## src/rtl/rf_bypass_sb_if.sv

```systemverilog
// Issue/write-back bus for rf_bypass_sb: read selects, write port, reserve port
// and the combinational read results plus the sticky error flag.
interface rf_bypass_sb_if #(
  parameter int WIDTH = 16,
  parameter int SELW  = 3
);
  logic [SELW-1:0]  read1regsel;
  logic [SELW-1:0]  read2regsel;
  logic [SELW-1:0]  writeregsel;
  logic [WIDTH-1:0] writedata;
  logic             write;
  logic             reserve;
  logic [SELW-1:0]  reservesel;
  logic [WIDTH-1:0] read1data;
  logic [WIDTH-1:0] read2data;
  logic             read1busy;
  logic             read2busy;
  logic             err;

  modport master (
    output read1regsel, read2regsel, writeregsel, writedata, write, reserve, reservesel,
    input  read1data, read2data, read1busy, read2busy, err
  );

  modport slave (
    input  read1regsel, read2regsel, writeregsel, writedata, write, reserve, reservesel,
    output read1data, read2data, read1busy, read2busy, err
  );
endinterface

```

## src/rtl/rf_bypass_sb.sv

```systemverilog
// Register file with write-through bypass and a per-register busy scoreboard;
// err is a sticky flag raised when an already-busy register is reserved again.
module rf_bypass_sb #(
  parameter int WIDTH   = 16,
  parameter int SELW    = 3,
  parameter bit ZERO_R0 = 1'b0
) (
  input logic           clk,
  input logic           rst,
  rf_bypass_sb_if.slave bus
);
  localparam int NREGS = 2 ** SELW;

  logic [WIDTH-1:0] regs_r [NREGS];
  logic [NREGS-1:0] busy_r;
  logic             err_r;

  logic             wr_en_s;
  logic             rsv_en_s;
  logic             err_set_s;
  logic [WIDTH-1:0] rd1_data_s;
  logic [WIDTH-1:0] rd2_data_s;
  logic             rd1_busy_s;
  logic             rd2_busy_s;

  // With ZERO_R0, r0 is never written or reserved, so its storage stays zero and
  // disabling the write enable alone also suppresses the bypass for select 0.
  always_comb begin
    wr_en_s   = bus.write   && !(ZERO_R0 && (bus.writeregsel == {SELW{1'b0}}));
    rsv_en_s  = bus.reserve && !(ZERO_R0 && (bus.reservesel  == {SELW{1'b0}}));
    err_set_s = rsv_en_s && busy_r[bus.reservesel]
                && !(wr_en_s && (bus.writeregsel == bus.reservesel));
  end

  // Read port 1: bypass only while out of reset
  always_comb begin
    rd1_data_s = regs_r[bus.read1regsel];
    rd1_busy_s = busy_r[bus.read1regsel];
    if (rst && wr_en_s && (bus.writeregsel == bus.read1regsel)) begin
      rd1_data_s = bus.writedata;
      rd1_busy_s = 1'b0;
    end else begin
      rd1_data_s = regs_r[bus.read1regsel];
      rd1_busy_s = busy_r[bus.read1regsel];
    end
  end

  // Read port 2: same rule as port 1
  always_comb begin
    rd2_data_s = regs_r[bus.read2regsel];
    rd2_busy_s = busy_r[bus.read2regsel];
    if (rst && wr_en_s && (bus.writeregsel == bus.read2regsel)) begin
      rd2_data_s = bus.writedata;
      rd2_busy_s = 1'b0;
    end else begin
      rd2_data_s = regs_r[bus.read2regsel];
      rd2_busy_s = busy_r[bus.read2regsel];
    end
  end

  // Storage, scoreboard and sticky error; reserve after write so reserve wins
  always_ff @(posedge clk) begin
    if (!rst) begin
      for (int i = 0; i < NREGS; i++) begin
        regs_r[i] <= {WIDTH{1'b0}};
      end
      busy_r <= {NREGS{1'b0}};
      err_r  <= 1'b0;
    end else begin
      if (wr_en_s) begin
        regs_r[bus.writeregsel] <= bus.writedata;
        busy_r[bus.writeregsel] <= 1'b0;
      end
      if (rsv_en_s) begin
        busy_r[bus.reservesel] <= 1'b1;
      end
      if (err_set_s) begin
        err_r <= 1'b1;
      end
    end
  end

  assign bus.read1data = rd1_data_s;
  assign bus.read2data = rd2_data_s;
  assign bus.read1busy = rd1_busy_s;
  assign bus.read2busy = rd2_busy_s;
  assign bus.err       = err_r;
endmodule
```

## src/flat_wrapper.sv

```systemverilog
// flat-port wrapper written by rule: the top's interface ports become plain ports
module rf_bypass_sb_flat 
#(
  parameter int WIDTH   = 16,
  parameter int SELW    = 3,
  parameter bit ZERO_R0 = 1'b0
)
  (clk, rst, bus_read1regsel, bus_read2regsel, bus_writeregsel, bus_writedata, bus_write, bus_reserve, bus_reservesel, bus_read1data, bus_read2data, bus_read1busy, bus_read2busy, bus_err);
  rf_bypass_sb_if #(.WIDTH(WIDTH), .SELW(SELW)) bus_i ();
  input logic clk;
  input logic rst;
  input wire logic [$bits(bus_i.read1regsel)-1:0] bus_read1regsel;
  input wire logic [$bits(bus_i.read2regsel)-1:0] bus_read2regsel;
  input wire logic [$bits(bus_i.writeregsel)-1:0] bus_writeregsel;
  input wire logic [$bits(bus_i.writedata)-1:0] bus_writedata;
  input wire logic [$bits(bus_i.write)-1:0] bus_write;
  input wire logic [$bits(bus_i.reserve)-1:0] bus_reserve;
  input wire logic [$bits(bus_i.reservesel)-1:0] bus_reservesel;
  output wire logic [$bits(bus_i.read1data)-1:0] bus_read1data;
  output wire logic [$bits(bus_i.read2data)-1:0] bus_read2data;
  output wire logic [$bits(bus_i.read1busy)-1:0] bus_read1busy;
  output wire logic [$bits(bus_i.read2busy)-1:0] bus_read2busy;
  output wire logic [$bits(bus_i.err)-1:0] bus_err;
  assign bus_i.read1regsel = bus_read1regsel;
  assign bus_i.read2regsel = bus_read2regsel;
  assign bus_i.writeregsel = bus_writeregsel;
  assign bus_i.writedata = bus_writedata;
  assign bus_i.write = bus_write;
  assign bus_i.reserve = bus_reserve;
  assign bus_i.reservesel = bus_reservesel;
  assign bus_read1data = bus_i.read1data;
  assign bus_read2data = bus_i.read2data;
  assign bus_read1busy = bus_i.read1busy;
  assign bus_read2busy = bus_i.read2busy;
  assign bus_err = bus_i.err;
  rf_bypass_sb #(.WIDTH(WIDTH), .SELW(SELW), .ZERO_R0(ZERO_R0)) u_core (.clk(clk), .rst(rst), .bus(bus_i));
endmodule
```

## config.mk

```make
export PLATFORM = sky130hd
export DESIGN_NAME = rf_bypass_sb_flat
export DESIGN_NICKNAME = d
export VERILOG_FILES = /design/src/rtl/rf_bypass_sb_if.sv /design/src/rtl/rf_bypass_sb.sv /design/src/flat_wrapper.sv
export SDC_FILE = /design/constraint.sdc
export NUM_CORES = 1
export LEC_CHECK = 0
export BUFFER_PORTS_ARGS = -buffer_cell sky130_fd_sc_hd__buf_2
export CAP_MARGIN = 40
export CELL_PAD_IN_SITES_DETAIL_PLACEMENT = 1
export CELL_PAD_IN_SITES_GLOBAL_PLACEMENT = 1
export CORE_UTILIZATION = 50
export CTS_CLUSTER_DIAMETER = 30
export DETAILED_ROUTE_END_ITERATION = 10
export PLACE_DENSITY_LB_ADDON = 0.1
export SYNTH_ARGS = -nofsm -noshare
export SYNTH_HDL_FRONTEND = slang
export SYNTH_SLANG_ARGS = --single-unit
```

## constraint.sdc

```tcl
create_clock -name clk -period 2.9 [get_ports clk]
set_input_delay 0.29 -clock clk [delete_from_list [all_inputs] [get_ports clk]]
set_output_delay 0.29 -clock clk [all_outputs]
set_load 0.05 [all_outputs]
```

# [Yosys cells after proc, flatten, opt, wreduce, memory -nomap -nowiden]
# Memory sizes are Yosys's and may differ from the RTL's.
# Index checks and enable logic that the tools add are counted.
[word_totals] regBits=9 ramBits=128 wordCells=49 mem_count=1
[op_classes] n_lt_le_gt_ge=6 n_eq_ne=3 muxes=24 bitwise=3 n_reduce_logical=10
[mem_list] name="u_core.regs_r" depth=8 word_bits=16 read_ports=2 rd_ports_with_merged_regs=0 write_ports=8 line="rf_bypass_sb.sv:14" source="logic [WIDTH-1:0] regs_r [NREGS];"
[ops] operator="2-to-1 mux 16 bit" count=3
[ops] operator="2-to-1 mux 8 bit" count=3
[ops] operator="less-than comparator 3 x 4 -> 1 bit, second input constant" count=4
[ops] operator="OR reduction 16 bit" count=1
[ops] operator="2-to-1 mux 1 bit" count=12
[ops] operator="binary-select mux 1 bit (select 3 bit)" count=3
[ops] operator="== test 3 bit" count=3
[ops] operator="bitwise AND 8 bit" count=1
[ops] operator="logical AND 1 bit" count=8
[ops] operator="inverter 8 bit" count=1
[ops] operator="bitwise OR 8 bit" count=1
[ops] operator="demux 1 bit (select 3 bit)" count=2
[ops] operator=">= comparator 3 x 1 -> 1 bit, second input constant" count=2
[ops] operator="2-to-1 mux 3 bit" count=1
[ops] operator="logical NOT 1 bit" count=1

# [Depth between registers and ports, before layout]
# Gate-level depths: netlist of run 1.
[depth] word_depth=10 ltp_mapped=7 ltp_nobuf=4

# [Worst setup path after synthesis of run 1]
# Ideal clock, no wire load.
[synth_timing] path_kind="in2out" startpoint="input bus_read2regsel[2]" endpoint="output bus_read2data[10]" arrival_ns=2.084 required_ns=2.610 slack_ns=0.526 stages=6 n_path_buf=3 path_cell_list="buf_6 > xor2_1 > or4_1 > buf_2 > buf_6 > a21oi_1"
[synth_between] elab_chain_len=3 elab_cells_between_ends=4 classes_between="eq/ne (1); mux (1); reduce/logical (1); memory (1)"
[synth_lines] element="start, declared" line="flat_wrapper.sv:13" source="input wire logic [$bits(bus_i.read2regsel)-1:0] bus_read2regsel;"
[synth_lines] element="branches (longest 2 deep; another with memory (8 x 16 bit))"
[synth_lines] element="2-to-1 mux 16 bit *" line="rf_bypass_sb.sv:52" source="if (rst && wr_en_s && (bus.writeregsel == bus.read2regsel)) begin"
[synth_lines] element="end, declared" line="flat_wrapper.sv:20" source="output wire logic [$bits(bus_i.read2data)-1:0] bus_read2data;"
# Mark *: on every way between the ends.

# [Final worst setup path of run 1]
[layout_timing] startpoint="input bus_writeregsel[0]" endpoint="output bus_read2data[7]"
[layout_between] elab_chain_len=3
[layout_lines] element="start, declared" line="flat_wrapper.sv:14" source="input wire logic [$bits(bus_i.writeregsel)-1:0] bus_writeregsel;"
[layout_lines] element="== test 3 bit" line="rf_bypass_sb.sv:52"
[layout_lines] element="logical AND 1 bit" line="rf_bypass_sb.sv:52"
[layout_lines] element="2-to-1 mux 16 bit" line="rf_bypass_sb.sv:52"
# No other way between the ends.

==> reports/results.txt, run 1 <==
status: finished clean
H-tree depth: 4
clk sinks: 137
post-synthesis register bit count: 137
Worst Setup Path Type: in -> out
Max Freq: 390 MHz
DRC errors left: 0
average vias per placed instance: 6.11
ant diodes: 0
fin nets: 653
Total Power: 5270 µW
Mapped Area: 0.00789 mm²
core area: 0.0153 mm²
Synth area leaders: edfxtp_1 49%, mux4_2 14%, and2_1 10%
TNS Setup: 0 ps
Initial Util: 51.5%
Routed Antenna Nets: 0
Hold-fix buffers, CTS: 0
# rows: 45
placed instance area: 0.00847 mm²
Yosys top cell area share: 48.7%
Leakage: 0.00337 µW
final WL: 22300 µm
total of max-cap violations: 0
startpoint types: primary input
synthesized instance count: 546
Tcrit/Tclk final: 88.5%
GR Util All Layers: 29.7%
CP Capture Type: output port
Setup Skew: 0.694 ps
HPWL Detailed: 13500 µm
max incr delay on CP: 720 ps
Die Y-Extent: 128 µm
first-pass GRT wire length: 34000 µm
Yosys top cell by area: edfxtp_1
RSZ-0062 raised after global routing: no
Final Cell Area: 0.00899 mm²
Hold/Removal Path Class: in -> reg
port bufs: 66
syn_nets: 578
CTS tree: built
CP required: 2610 ps
Die W: 128 µm
I/O pin cnt: 67
area grow syn2layout: 13.9%
power per cell area: 587 mW/mm²
Slew Viols, Final: 0
Worst-Margin Slew: 598 ps
total setup buffers inserted after CTS: 0
# setup viols final: 0
Critical Path AT: 2280 ps
sequential-to-total area share from yosys stat: 51.0%
CP Cell Sequence: buf_2 > xor2_1 > or4_1 > buf_4 > a21oi_1 > buf_2
Distinct cells, synth: 38
final hold violations: 0
vias in the first global route: 5409
total gr overflow: 0
fillers: 1510
Worst IR Drop VDD: 0.473 mV
cell family with most CP delay: buffers and inverters
DRT iter0 DRCs: 420
router iterations before antenna repair: 5
Routed wire per std cell: 26.4 µm
Crit path buffers/inverters: 3
commonest cells after routing, fill and taps aside: 128 x and2_1, 128 x edfxtp_1, 66 x buf_2
Slew HR: 60.1%
Clock Path Buffers: 2
Crit-path slowest cell: or4_1
die area: 0.0163 mm²
Final Wtd Congestion: 0.781
TritonCTS buffer count: 17
clk_lat worst skew: 420 ps
layout cells sized above 1: 33.8%
Root Buffer: clkbuf_16
Worst Path Max Fanout: 12
syn avg cell area: 14.5 µm²
DR vias: 5163
Synth warnings: 0
pin count of the biggest net entering global routing: 35
post-route minimum period: 2570 ps
CTS resizes: 0
Top cell by count, worst path: buf_2
CTS clock-pin slew for the worst setup and hold paths: 60 ps
initial antenna violation count: 0
-- routing by layer --
layer	vias to the layer above	track usage (%)	routed length, µm
met3	33	5.47	1090
met5	-	0	0
met2	154	52.7	11700
met4	0	9.07	354
li1	2233	-	-
met1	2743	37.0	9150
-- Yosys cell counts (all sizes together) --
master,instances
nand4,1
nor2b,3
buf,23
a31oi,1
a2111oi,1
nand3,2
nor3,3
xor2,6
nand3b,1
nand2,5
xnor2,3
and2,128
o31ai,2
clkbuf,20
o21ai,6
dfxtp,9
or4,2
mux4,68
inv,10
a21oi,32
or2,1
a211oi,2
edfxtp,128
a32o,1
nand2b,5
o32ai,2
nor2,40
mux2i,35
o22ai,6
-- final cells by class --
| cell class | count | area [µm²] | share of cell area (%) |
|---|---|---|---|
| clock buffers | 20 | 437 | 4.86 |
| multi-input cells | 356 | 3570 | 39.7 |
| inverters | 10 | 37.5 | 0.417 |
| flip-flops and latches | 137 | 4020 | 44.8 |
| clock inverters | 12 | 83.8 | 0.932 |
| repair buffers | 99 | 578 | 6.43 |
| well taps | 211 | 264 | 2.94 |
-- cells by family after synthesis --
family / after synthesis / share of synthesized area, %
and+or+nand+nor: 191 / 14.1
DFF: 137 / 51.0
muxes: 103 / 24.8
AOI/OAI and AO/OA: 53 / 4.56
buffers and inverters: 53 / 4.61
xor gates and xnor gates: 9 / 0.999
-- per-stage QoR --
| step | util (%) | hold slack [ps] | std cells | setup WS (ps) |
|---|---|---|---|---|
| global route | 58.7 | 200 | 845 | 297 |
| finish | 58.7 | 212 | 845 | 334 |
| CTS | 58.7 | 185 | 845 | 358 |
| detailed placement | 55.3 | 477 | 813 | 384 |
| global placement | 55.3 | 447 | 813 | 373 |
| floorplan | - | 447 | 546 | 526 |
-- power by group --
part / internal, µW / switching, µW / leakage, µW
Clock: 1150 / 781 / 0.000251
Combinational: 347 / 631 / 0.00181
Sequential: 2290 / 68.5 / 0.00131
Total: 3790 / 1480 / 0.00337
-- worst paths after layout --
check,from,to,slack [ps],cells after the start
max,bus_writeregsel[0],bus_read2data[7],330,6
min,bus_reservesel[2],u_core.busy_r[0]$_SDFF_PN0_,210,2
max reg2reg,u_core.busy_r[0]$_SDFF_PN0_,u_core.bus.err$_SDFFE_PN0P_,1520,4
min reg2reg,u_core.bus.err$_SDFFE_PN0P_,u_core.bus.err$_SDFFE_PN0P_,490,1
-- state kept, by name (all words and copies together) (netlist names) --
register / cells
u_core.busy_r: 8
u_core.bus.err: 1
u_core.regs_r: 128
Note: power is estimated with default switching activity, not from simulation.
==> inputs of run 2 (changes only) <==
- GPL_TIMING_DRIVEN: default -> 0
==> run 2 against run 1 <==
Maximum frequency up 3.6%. Flip-flop and latch count is the same. Clock skew up 1.6 ps. Clock power grew 7%. Critical endpoint is now bus_read2data[5].
==> reports/results.txt, run 2 (synthesis results as in run 1) <==
layout cells sized above 1: 31.7% (-2.1 points)
Inst Count DP: 823 (+1.2%)
DRC errors left: 0 (unchanged)
pre-CTS setup slack: 244 ps (-140 ps)
die area: 0.0163 mm² (unchanged)
post-route minimum period: 2480 ps (-89.1 ps)
# rows: 45 (unchanged)
CP Capture Type: output port
I/O pin cnt: 67 (unchanged)
initial antenna violation count: 0 (unchanged)
area grow syn2layout: 16.6%
grt met2 use: 54.1% (+1.4 points)
startpoint types: primary input
Routed wire per std cell: 28.7 µm (+8.8%)
busiest grt layer: met2
CP required: 2610 ps (about the same)
CTS resizes: 0 (unchanged)
clk_lat worst skew: 430 ps (about the same)
Final Wtd Congestion: 0.770 (-1.3%)
reg2reg path depth: 4 (unchanged)
Worst Setup Path Type: in -> out
Die Y-Extent: 128 µm (unchanged)
total of max-cap violations: 0 (unchanged)
fin nets: 664 (+1.7%)
final WL: 24600 µm (+10%)
worst setup path end: bus_read2data[5]
Routed Antenna Nets: 0 (unchanged)
CTS clock-pin slew for the worst setup and hold paths: 60 ps (about the same)
status: finished clean
Worst Path Max Fanout: 10 (-2)
CTS tree: built
Initial Util: 51.5% (unchanged)
total setup buffers inserted after CTS: 0 (unchanged)
power per cell area: 592 mW/mm² (+0.99%)
core area: 0.0153 mm² (unchanged)
r2r endpoint: u_core.bus.err$_SDFFE_PN0P_
Reg-to-Reg Start: u_core.busy_r[0]$_SDFF_PN0_
average vias per placed instance: 6.30 (+3.1%)
Critical Path AT: 2190 ps (-90 ps)
setup ws final: 423 ps (+89.1 ps)
Tcrit/Tclk final: 85.4% (-3.1 points)
Setup Skew: 2.28 ps (+1.58 ps)
H-tree depth: 4 (unchanged)
Max Freq: 404 MHz (+3.6%)
Slew Viols, Final: 0 (unchanged)
Top reg by flops: u_core.regs_r
total gr overflow: 0 (unchanged)
Worst R2R Setup Slack: 1540 ps (+20 ps)
non-filler cells, final: 855 (+1.2%)
ant diodes: 0 (unchanged)
Hold/Removal Path Class: in -> reg
placed instance area: 0.00865 mm² (+2.1%)
Root Buffer: clkbuf_16
GRT met3 Usage: 6.55% (+1.1 points)
Final Cell Area: 0.00920 mm² (+2.3%)
Slew HR: 41.6% (-19 points)
port bufs: 54 (-18%)
Hold-fix buffers, CTS: 0 (unchanged)
HPWL Detailed: 16500 µm (+23%)
RSZ-0062 raised after global routing: no
HP Start: bus_write
GR Util All Layers: 32.3% (+2.6 points)
crit path launch: bus_read2regsel[1]
clk sinks: 137 (unchanged)
TNS Setup: 0 ps (unchanged)
pin count of the biggest net entering global routing: 17 (-51%)
Worst IR Drop VDD: 0.458 mV (-3.2%)
Leakage: 0.00343 µW (+1.8%)
first-pass GRT wire length: 36200 µm (+6.7%)
Die W: 128 µm (unchanged)
DR vias: 5384 (+4.3%)
DRT iter0 DRCs: 512 (+22%)
final hold violations: 0 (unchanged)
vias in the first global route: 5731 (+6.0%)
TritonCTS buffer count: 17 (unchanged)
Global Route met1 Usage: 40.8% (+3.8 points)
# setup viols final: 0 (unchanged)
commonest cells after routing, fill and taps aside: 128 x and2_1, 128 x edfxtp_1, 64 x buf_2
Worst-Margin Slew: 877 ps (+279 ps)
Clock Path Buffers: 2 (unchanged)
max FFs per register: 128 (unchanged)
router iterations before antenna repair: 4 (-1)
-- run 2: cell count changes in the layout (fill, tap and decap cells not counted), sizes merged --
| cell | before | now |
|---|---|---|
| clkbuf | 20 | 40 |
| clkinv | 9 | 7 |
| buf | 99 | 90 |
| bufinv | 1 | 2 |
-- run 2: how the worst min path moves through the flow --
stage,cells past startpoint,slack [ps],endpoint
floorplan,2,450,u_core.busy_r[0]$_SDFF_PN0_
global placement,1,450,u_core.bus.err$_SDFFE_PN0P_
detailed placement,1,460,u_core.bus.err$_SDFFE_PN0P_
CTS,3,240,u_core.bus.err$_SDFFE_PN0P_
global route,3,270,u_core.bus.err$_SDFFE_PN0P_
finish,3,250,u_core.bus.err$_SDFFE_PN0P_
-- run 2: cell type report --
cell class                      instances  area (µm²)
Clock buffer                           20         437
Sequential cell                       137        4020
Multi-Input combinational cell        356        3560
Clock inverter                         11         106
Tap cell                              211         264
Inverter                               10        37.5
Fill cell                            1507        6110
Buffer                                 43         327
Timing Repair Buffer                   67         450
-- run 2: metrics by stage --
| step | util [%] | total power, µW | hold WS (ps) |
|---|---|---|---|
| after floorplan | - | 3090 | 447 |
| after global placement | 55.0 | 3350 | 448 |
| after detailed placement | 56.5 | 3420 | 461 |
| after CTS | 60.0 | 5460 | 241 |
| after global routing | 60.1 | 5580 | 267 |
| final | 60.1 | 5450 | 246 |
-- run 2: power breakdown --
| group | leakage, µW | internal [µW] | switching, µW |
|---|---|---|---|
| Combinational | 0.00186 | 371 | 657 |
| Sequential | 0.00131 | 2290 | 68.6 |
| Clock | 0.000262 | 1240 | 820 |
| Total | 0.00343 | 3910 | 1550 |
-- run 2: critical path, cell delays in order --
cell	delay, ps
buf_2	220
clkbuf_1	680
mux4_2	370
mux2i_1	70
a21oi_1	240
buf_2	310
-- run 2: routing by layer --
layer  vias up  part of all wire [%]
met5         -                     0
met4         0                   3.2
met3        54                   7.4
met2       257                    50
met1      2815                    39
li1       2258                     -
